--- config.mk ---
export PLATFORM = sky130hd
export DESIGN_NAME = router_fsm_nport
export DESIGN_NICKNAME = d
export VERILOG_FILES = /design/src/rtl/router_fsm_nport.sv
export SDC_FILE = /design/constraint.sdc
export NUM_CORES = 1
export LEC_CHECK = 0
export ABC_AREA = 1
export CAP_MARGIN = 20
export CORE_AREA = 2 2 47 57
export CTS_BUF_LIST = sky130_fd_sc_hd__clkbuf_4
export CTS_CLUSTER_SIZE = 16
export DETAILED_ROUTE_END_ITERATION = 12
export DIE_AREA = 0 0 49 59
export DONT_BUFFER_PORTS = 1
export SLEW_MARGIN = 20
export SYNTH_ARGS = -nofsm -noshare
export SYNTH_HDL_FRONTEND = slang
export SYNTH_SLANG_ARGS = --single-unit
--- constraint.sdc ---
create_clock -name clk -period 1.5 [get_ports clk]
set_clock_uncertainty 0.15 [all_clocks]
set_input_delay 0.075 -clock clk [delete_from_list [all_inputs] [get_ports clk]]
set_output_delay 0.075 -clock clk [all_outputs]
set_load 0.01 [all_outputs]
--- src/rtl/router_fsm_nport.sv ---
// rtl/router_fsm_nport.sv - control FSM for a 1xNUM_PORTS packet router
// Optional packet/drop statistics counters enabled by defining ROUTER_FSM_STATS_EN.
module router_fsm_nport #(
   parameter int NUM_PORTS = 4,
   parameter int DATA_W    = 8,
   parameter int ADDR_W    = 2,
   parameter int WAIT_MAX  = 255
) (
   input  logic                 clk,
   input  logic                 reset,
   input  logic                 pkt_valid,
   input  logic [DATA_W-1:0]    data_in,
   input  logic                 fifo_full,
   input  logic [NUM_PORTS-1:0] fifo_empty,
   input  logic [NUM_PORTS-1:0] soft_reset,
   input  logic                 parity_done,
   input  logic                 low_packet_valid,
   output logic                 write_enb_reg,
   output logic                 detect_add,
   output logic                 ld_state,
   output logic                 laf_state,
   output logic                 lfd_state,
   output logic                 full_state,
   output logic                 rst_int_reg,
   output logic                 busy,
   output logic                 drop_state,
   output logic [ADDR_W-1:0]    dest_addr,
   output logic                 wait_timeout
`ifdef ROUTER_FSM_STATS_EN
   ,
   output logic [15:0]          pkt_cnt,
   output logic [15:0]          drop_cnt
`endif
);

   localparam int CNT_W = (WAIT_MAX > 0) ? $clog2(WAIT_MAX + 1) : 1;
   localparam logic [CNT_W-1:0] WAIT_LAST = CNT_W'((WAIT_MAX > 0) ? WAIT_MAX - 1 : 0);

   typedef enum logic [3:0] {
      S_DECODE,
      S_LFD,
      S_LD,
      S_FULL,
      S_LAF,
      S_LP,
      S_CPE,
      S_WAIT,
      S_DROP
   } state_t;

   state_t            state, next_state;
   logic [ADDR_W-1:0] next_dest;
   logic [CNT_W-1:0]  wait_cnt;
   logic [ADDR_W-1:0] hdr_addr;
   logic              hdr_hit, hdr_empty;
   logic              sel_empty, sel_soft;
   logic              wait_hit, abort;
   logic              unused_data;

   assign hdr_addr    = data_in[ADDR_W-1:0];
   assign unused_data = ^data_in[DATA_W-1:ADDR_W];

   // Port lookups compare against each legal index, so an out-of-range address never indexes the vectors.
   always_comb begin
      hdr_hit   = 1'b0;
      hdr_empty = 1'b0;
      sel_empty = 1'b0;
      sel_soft  = 1'b0;
      for (int i = 0; i < NUM_PORTS; i++) begin
         if (hdr_addr == ADDR_W'(i)) begin
            hdr_hit   = 1'b1;
            hdr_empty = fifo_empty[i];
         end
         if (dest_addr == ADDR_W'(i)) begin
            sel_empty = fifo_empty[i];
            sel_soft  = soft_reset[i];
         end
      end
   end

   always_comb begin
      next_state = state;
      next_dest  = dest_addr;
      wait_hit   = 1'b0;
      case (state)
         S_DECODE: begin
            if (pkt_valid) begin
               next_dest = hdr_addr;
               if (!hdr_hit)       next_state = S_DROP;
               else if (hdr_empty) next_state = S_LFD;
               else                next_state = S_WAIT;
            end
         end
         S_LFD:  next_state = S_LD;
         S_LD: begin
            if (fifo_full)       next_state = S_FULL;
            else if (!pkt_valid) next_state = S_LP;
         end
         S_FULL: if (!fifo_full) next_state = S_LAF;
         S_LAF: begin
            if (parity_done)           next_state = S_DECODE;
            else if (low_packet_valid) next_state = S_LP;
            else                       next_state = S_LD;
         end
         S_LP:   next_state = S_CPE;
         S_CPE:  next_state = fifo_full ? S_FULL : S_DECODE;
         S_WAIT: begin
            if (sel_empty) begin
               next_state = S_LFD;
            end else if ((WAIT_MAX > 0) && (wait_cnt == WAIT_LAST)) begin
               next_state = S_DECODE;
               wait_hit   = 1'b1;
            end
         end
         S_DROP: if (!pkt_valid) next_state = S_DECODE;
         default: next_state = S_DECODE;
      endcase
      // Read-side soft reset of the selected port aborts any packet in flight.
      abort = sel_soft && (state != S_DECODE) && (state != S_DROP);
      if (abort) begin
         next_state = S_DECODE;
         wait_hit   = 1'b0;
      end
   end

   always_ff @(posedge clk) begin
      if (reset) begin
         state        <= S_DECODE;
         dest_addr    <= '0;
         wait_cnt     <= '0;
         wait_timeout <= 1'b0;
      end else begin
         state        <= next_state;
         dest_addr    <= next_dest;
         wait_cnt     <= ((state == S_WAIT) && (next_state == S_WAIT)) ? wait_cnt + 1'b1 : '0;
         wait_timeout <= wait_hit;
      end
   end

`ifdef ROUTER_FSM_STATS_EN
   always_ff @(posedge clk) begin
      if (reset) begin
         pkt_cnt  <= '0;
         drop_cnt <= '0;
      end else begin
         if ((state == S_CPE) && !abort && (pkt_cnt != 16'hFFFF))
            pkt_cnt <= pkt_cnt + 16'd1;
         if ((state == S_DROP) && !pkt_valid && (drop_cnt != 16'hFFFF))
            drop_cnt <= drop_cnt + 16'd1;
      end
   end
`endif

   assign detect_add    = (state == S_DECODE);
   assign lfd_state     = (state == S_LFD);
   assign ld_state      = (state == S_LD);
   assign full_state    = (state == S_FULL);
   assign laf_state     = (state == S_LAF);
   assign rst_int_reg   = (state == S_CPE);
   assign drop_state    = (state == S_DROP);
   assign write_enb_reg = (state == S_LD) || (state == S_LAF) || (state == S_LP);
   assign busy          = (state == S_LFD) || (state == S_FULL) || (state == S_LAF) ||
                          (state == S_LP)  || (state == S_CPE)  || (state == S_WAIT);

endmodule

# Word-level counts from Yosys, hierarchy flattened
# Cells that the tools add are included.
[totals]
regBits = 15
input_bits = 22
out_inout_bits = 12
[op_classes]
n_addsub = 1
eq_ne = 17
mux = 31
n_bitwise = 2
n_reduce_logical = 17
[ops]
columns = ["operator", "n"]
rows = [
  ["$mux W4", 9],
  ["$pmux W4 S9", 1],
  ["$eq A4 B3 Y1 const B", 5],
  ["$mux W1", 17],
  ["$mux W3", 3],
  ["$add A8 B1 Y8 const B", 1],
  ["$eq A2 B2 Y1 const B", 4],
  ["$eq A4 B2 Y1 const B", 2],
  ["$eq A8 B8 Y1 const B", 1],
  ["$logic_or A1 B1 Y1", 7],
  ["$eq A2 B1 Y1 const B", 2],
  ["$eq A4 B1 Y1 const B", 1],
  ["$eq A4 B4 Y1 const B", 1],
  ["$logic_not A2 Y1", 2],
  ["$logic_not A4 Y1", 1],
  ["$ne A4 B4 Y1 const B", 1],
  ["$reduce_bool A4 Y1", 1],
  ["$reduce_or A4 Y1", 1],
  ["$logic_and A1 B1 Y1", 3],
  ["$mux W2", 1],
  ["$not A1 Y1", 2],
  ["$reduce_and A2 Y1", 1],
  ["$reduce_or A2 Y1", 1],
]

# Depth between registers and ports, before layout
[depth]
depth_word = 14
ltp_mapped = 9
mapped_depth_nobuf = 9

# Least setup slack after synthesis
# No wires, ideal clock.
[synth_path]
path_kind = "register -> register"
start = "reg wait_cnt[0]"
end = "reg wait_cnt[0]"
arrival_ps = 1211
required_ps = 1284
slack_ps = 73
path_stages_with_launch = 10
cell_sequence = "dfxtp_1 -> inv_1 -> ha_1 -> nand2_1 -> nor2_1 -> a21oi_1 -> nand2_1 -> nand3_2 -> nand3_4 -> nor2_1"
[synth_between]
elab_chain_cells = 9
word_cells_on_any_way = 10
classes_between = "add/sub (1); eq/ne (2); mux (4); bitwise (1); reduce/logical (2)"
[synth_lines]
columns = ["element", "line_no", "text"]
rows = [
  ["start, declared", "53", "logic [CNT_W-1:0] wait_cnt;"],
  ["start signal, assigned", "135", "wait_cnt <= ((state == S_WAIT) && (next_state == S_WAIT)) ? wait_cnt + 1'b1 : '0;"],
  ["$eq A8 B8 Y1", "110", "end else if ((WAIT_MAX > 0) && (wait_cnt == WAIT_LAST)) begin"],
  ["$mux W4", "110", ""],
  ["$mux W4", "108", "if (sel_empty) begin"],
  ["$pmux W4 S9", "85", "case (state)"],
  ["$mux W4", "120", "if (abort) begin"],
  ["$eq A4 B3 Y1", "135", ""],
  ["$logic_and A1 B1 Y1", "135", ""],
  ["$not A1 Y1 (no line)", "-", ""],
  ["$reduce_or A2 Y1 (no line)", "-", ""],
]
# Parallel ways exist; a longest one is shown, timed or not.
# A chain may end at the register's enable or synchronous reset.

# Worst setup path after layout
[layout_path]
start = "reg wait_cnt[0]"
end = "reg wait_cnt[3]"
# Same word-level chain as after synthesis.

==> metrics.yaml <==
worst_slew_margin_rel_pct: 75.5
power_leakage_nw: 0.561
powerDensity_nw_per_um2: 1290
antenna_found_initial: 0
cp_data_required_time_ns: 1.58
outcome: "complete, no violations"
syn_inst: 144
fin_ws_ns: 0.0449
layout_common_cells: "29 x nand2_1, 17 x nor2_1, 15 x buf_4"
grtUsageTotal_pct: 17.3
final_common_cell: "nand2_1"
drt_wl_total_microns: 2300
clock_latency_ns: 0.28
start_util_pct: 41.6
viasPerCell: 4.97
grt_overflow: 0
die_w_microns: 49
seqCellArea_sq_um: 325
max_clock_freq_ghz: 0.687
period_minus_slack_ns: 1.46
firstDrtPassIters: 4
num_vias: 1004
report.final.hold_viol_count: 0
seq_area_frac_synth_pct: 31.3
dieArea_sq_um: 2890
worstPathArrival_ns: 1.53
port_buffers: 0
finalCritPeriodShare_pct: 97.0
fillCellCount: 225
routedWlPerCell_microns: 11.4
clockBufferDepth: 2
synth-warning-count: 0
multiInputGateArea_sq_um: 677
critical_path_class: "reg -> reg"
drt_iter0_markers: 18
cap_violations: 0
core_area_sq_um: 2310
clockRootBuffer: "clkbuf_4"
finalSetupViolCount: 0
area_growth_pct: 38.5
worstMarginPinSlew_ns: 0.363
io_pins: 34
cts.sinks: 15
ant_nets: 0
crit_fanout: 8
ys_ff_latch: 15
fin_nets: 196
die_y_microns: 59
pre_cts_ws_ns: -0.0119
remaining_drc_errors: 0
num_antenna_cells: 0
netlist_area_sq_um: 960
place.gp.congestion: 0.787
synth_cell_types: 30
clk_pin_slew_ns: 0.09
grt_max_degree: 10
htree_num_levels: 1
crit_path_end_kind: "flip-flop"
cts_made_buffers: 3
avgSynthCellArea_sq_um: 6.66
rsz0062_at_grt: "true"
row_count: 19
worstSetupStartpointType: "flip-flop"
synth_nets: 168
grt_pass1_vias: 985
grt_pass1_wl_microns: 3940
slew_violations: 0
hold_class: "in -> reg"
hold_slack_ns: 0.0210
cts_tree: "yes"
place_hpwl_microns: 1620
ir_drop_uv: 740
drive_gt1_share_pct: 36.3
flip-flops by register name (all words and copies together) (netlist names):
name and cells:
dest_addr 2, state 4, wait_cnt 8, wait_timeout 1
cells by family after synthesis:
group | share of synthesized area, %
buf+inv | 6.26
flops | 31.3
xor+xnor | 5.48
compound gates | 7.17
fa+ha+maj | 2.61
simple gates | 47.2
layer usage:
layer / global-route usage [%] / share of wire [%] / wire length (microns)
met1: 18.4 / 40 / 919
met2: 33.5 / 55 / 1280
met3: 2.02 / 3.3 / 76
met4: 9.39 / 1.4 / 32
met5: 0 / 0 / 0
Yosys cell counts:
master    count  area, sq um
o21ai_1       1         5.00
ha_1          2         25.0
o21a_1        1         7.51
dfxtp_1      15          300
or2_1         1         6.26
nor3_1        1         5.00
nand2_2       2         12.5
nand3_4       1         17.5
inv_1        11         41.3
nand3_2       1         10.0
nor2_4        1         11.3
xor2_1        4         35.0
inv_2         4         15.0
nand3_1      12         60.1
a211oi_1      2         15.0
nand2_1      34          128
xnor2_1       2         17.5
nor2_1       24         90.1
nor2_2        5         31.3
o21ai_0       4         20.0
or2_2         1         6.26
or2_0         2         12.5
clkinv_1      1         3.75
nand3b_1      2         15.0
nand2_4       2         22.5
o22ai_1       1         6.26
and3_1        1         6.26
nor4_1        1         6.26
nand4_1       2         12.5
a21oi_1       3         15.0
repair_timing:
action                     4_1_cts  5_1_grt
setup endpoints to repair        8       11
setup buffers                    3        3
hold buffers                     8        0
pin swaps                        4       13
hold endpoints to repair        15        0
gates resized for setup          7       32
final timing paths:
kind	from	to	slack (ns)	cells past startpoint
worst min-delay path	soft_reset[2]	state[2]	0.02	4
worst max-delay path	wait_cnt[0]	wait_cnt[3]	0.04	9
worst min register to register	wait_cnt[0]	wait_cnt[0]	0.37	2
worst max register to register	wait_cnt[0]	wait_cnt[3]	0.04	9
final cells by class:
| cell class | instances | area share (%) |
|---|---|---|
| multi-input cells | 113 | 50.9 |
| well taps | 31 | 2.92 |
| inverters | 16 | 5.08 |
| repair buffers | 23 | 14.5 |
| clock buffers | 3 | 1.69 |
| clock inverters | 1 | 0.377 |
| flip-flops and latches | 15 | 24.5 |
where the power goes:
group | total [mW] | switching (mW) | internal [mW]
sequential | 0.553 | 0.0830 | 0.470
clock | 0.231 | 0.133 | 0.0989
combinational | 0.931 | 0.533 | 0.398
total | 1.71 | 0.748 | 0.967
per-stage QoR:
step	std cells	area, sq um	power (mW)	setup TNS (ns)	util, %
global placement	184	1070	1.25	0	46.2
CTS	199	1210	1.53	0	52.5
global route	202	1330	1.84	-0.305	57.6
detailed placement	184	1070	1.26	-0.0317	46.2
finish	202	1330	1.71	0	57.6
floorplan	144	960	1.07	0	-
critical path, cell delays in order (launching register included):
cell and delay [ns]:
dfxtp_2 0.35, inv_2 0.04, ha_4 0.14, nand2_2 0.06, nor2_2 0.04, a21oi_2 0.17
nand2_2 0.11, nand3_4 0.09, nand3_4 0.13, nor2_2 0.12
(Power assumes the default switching activity.)
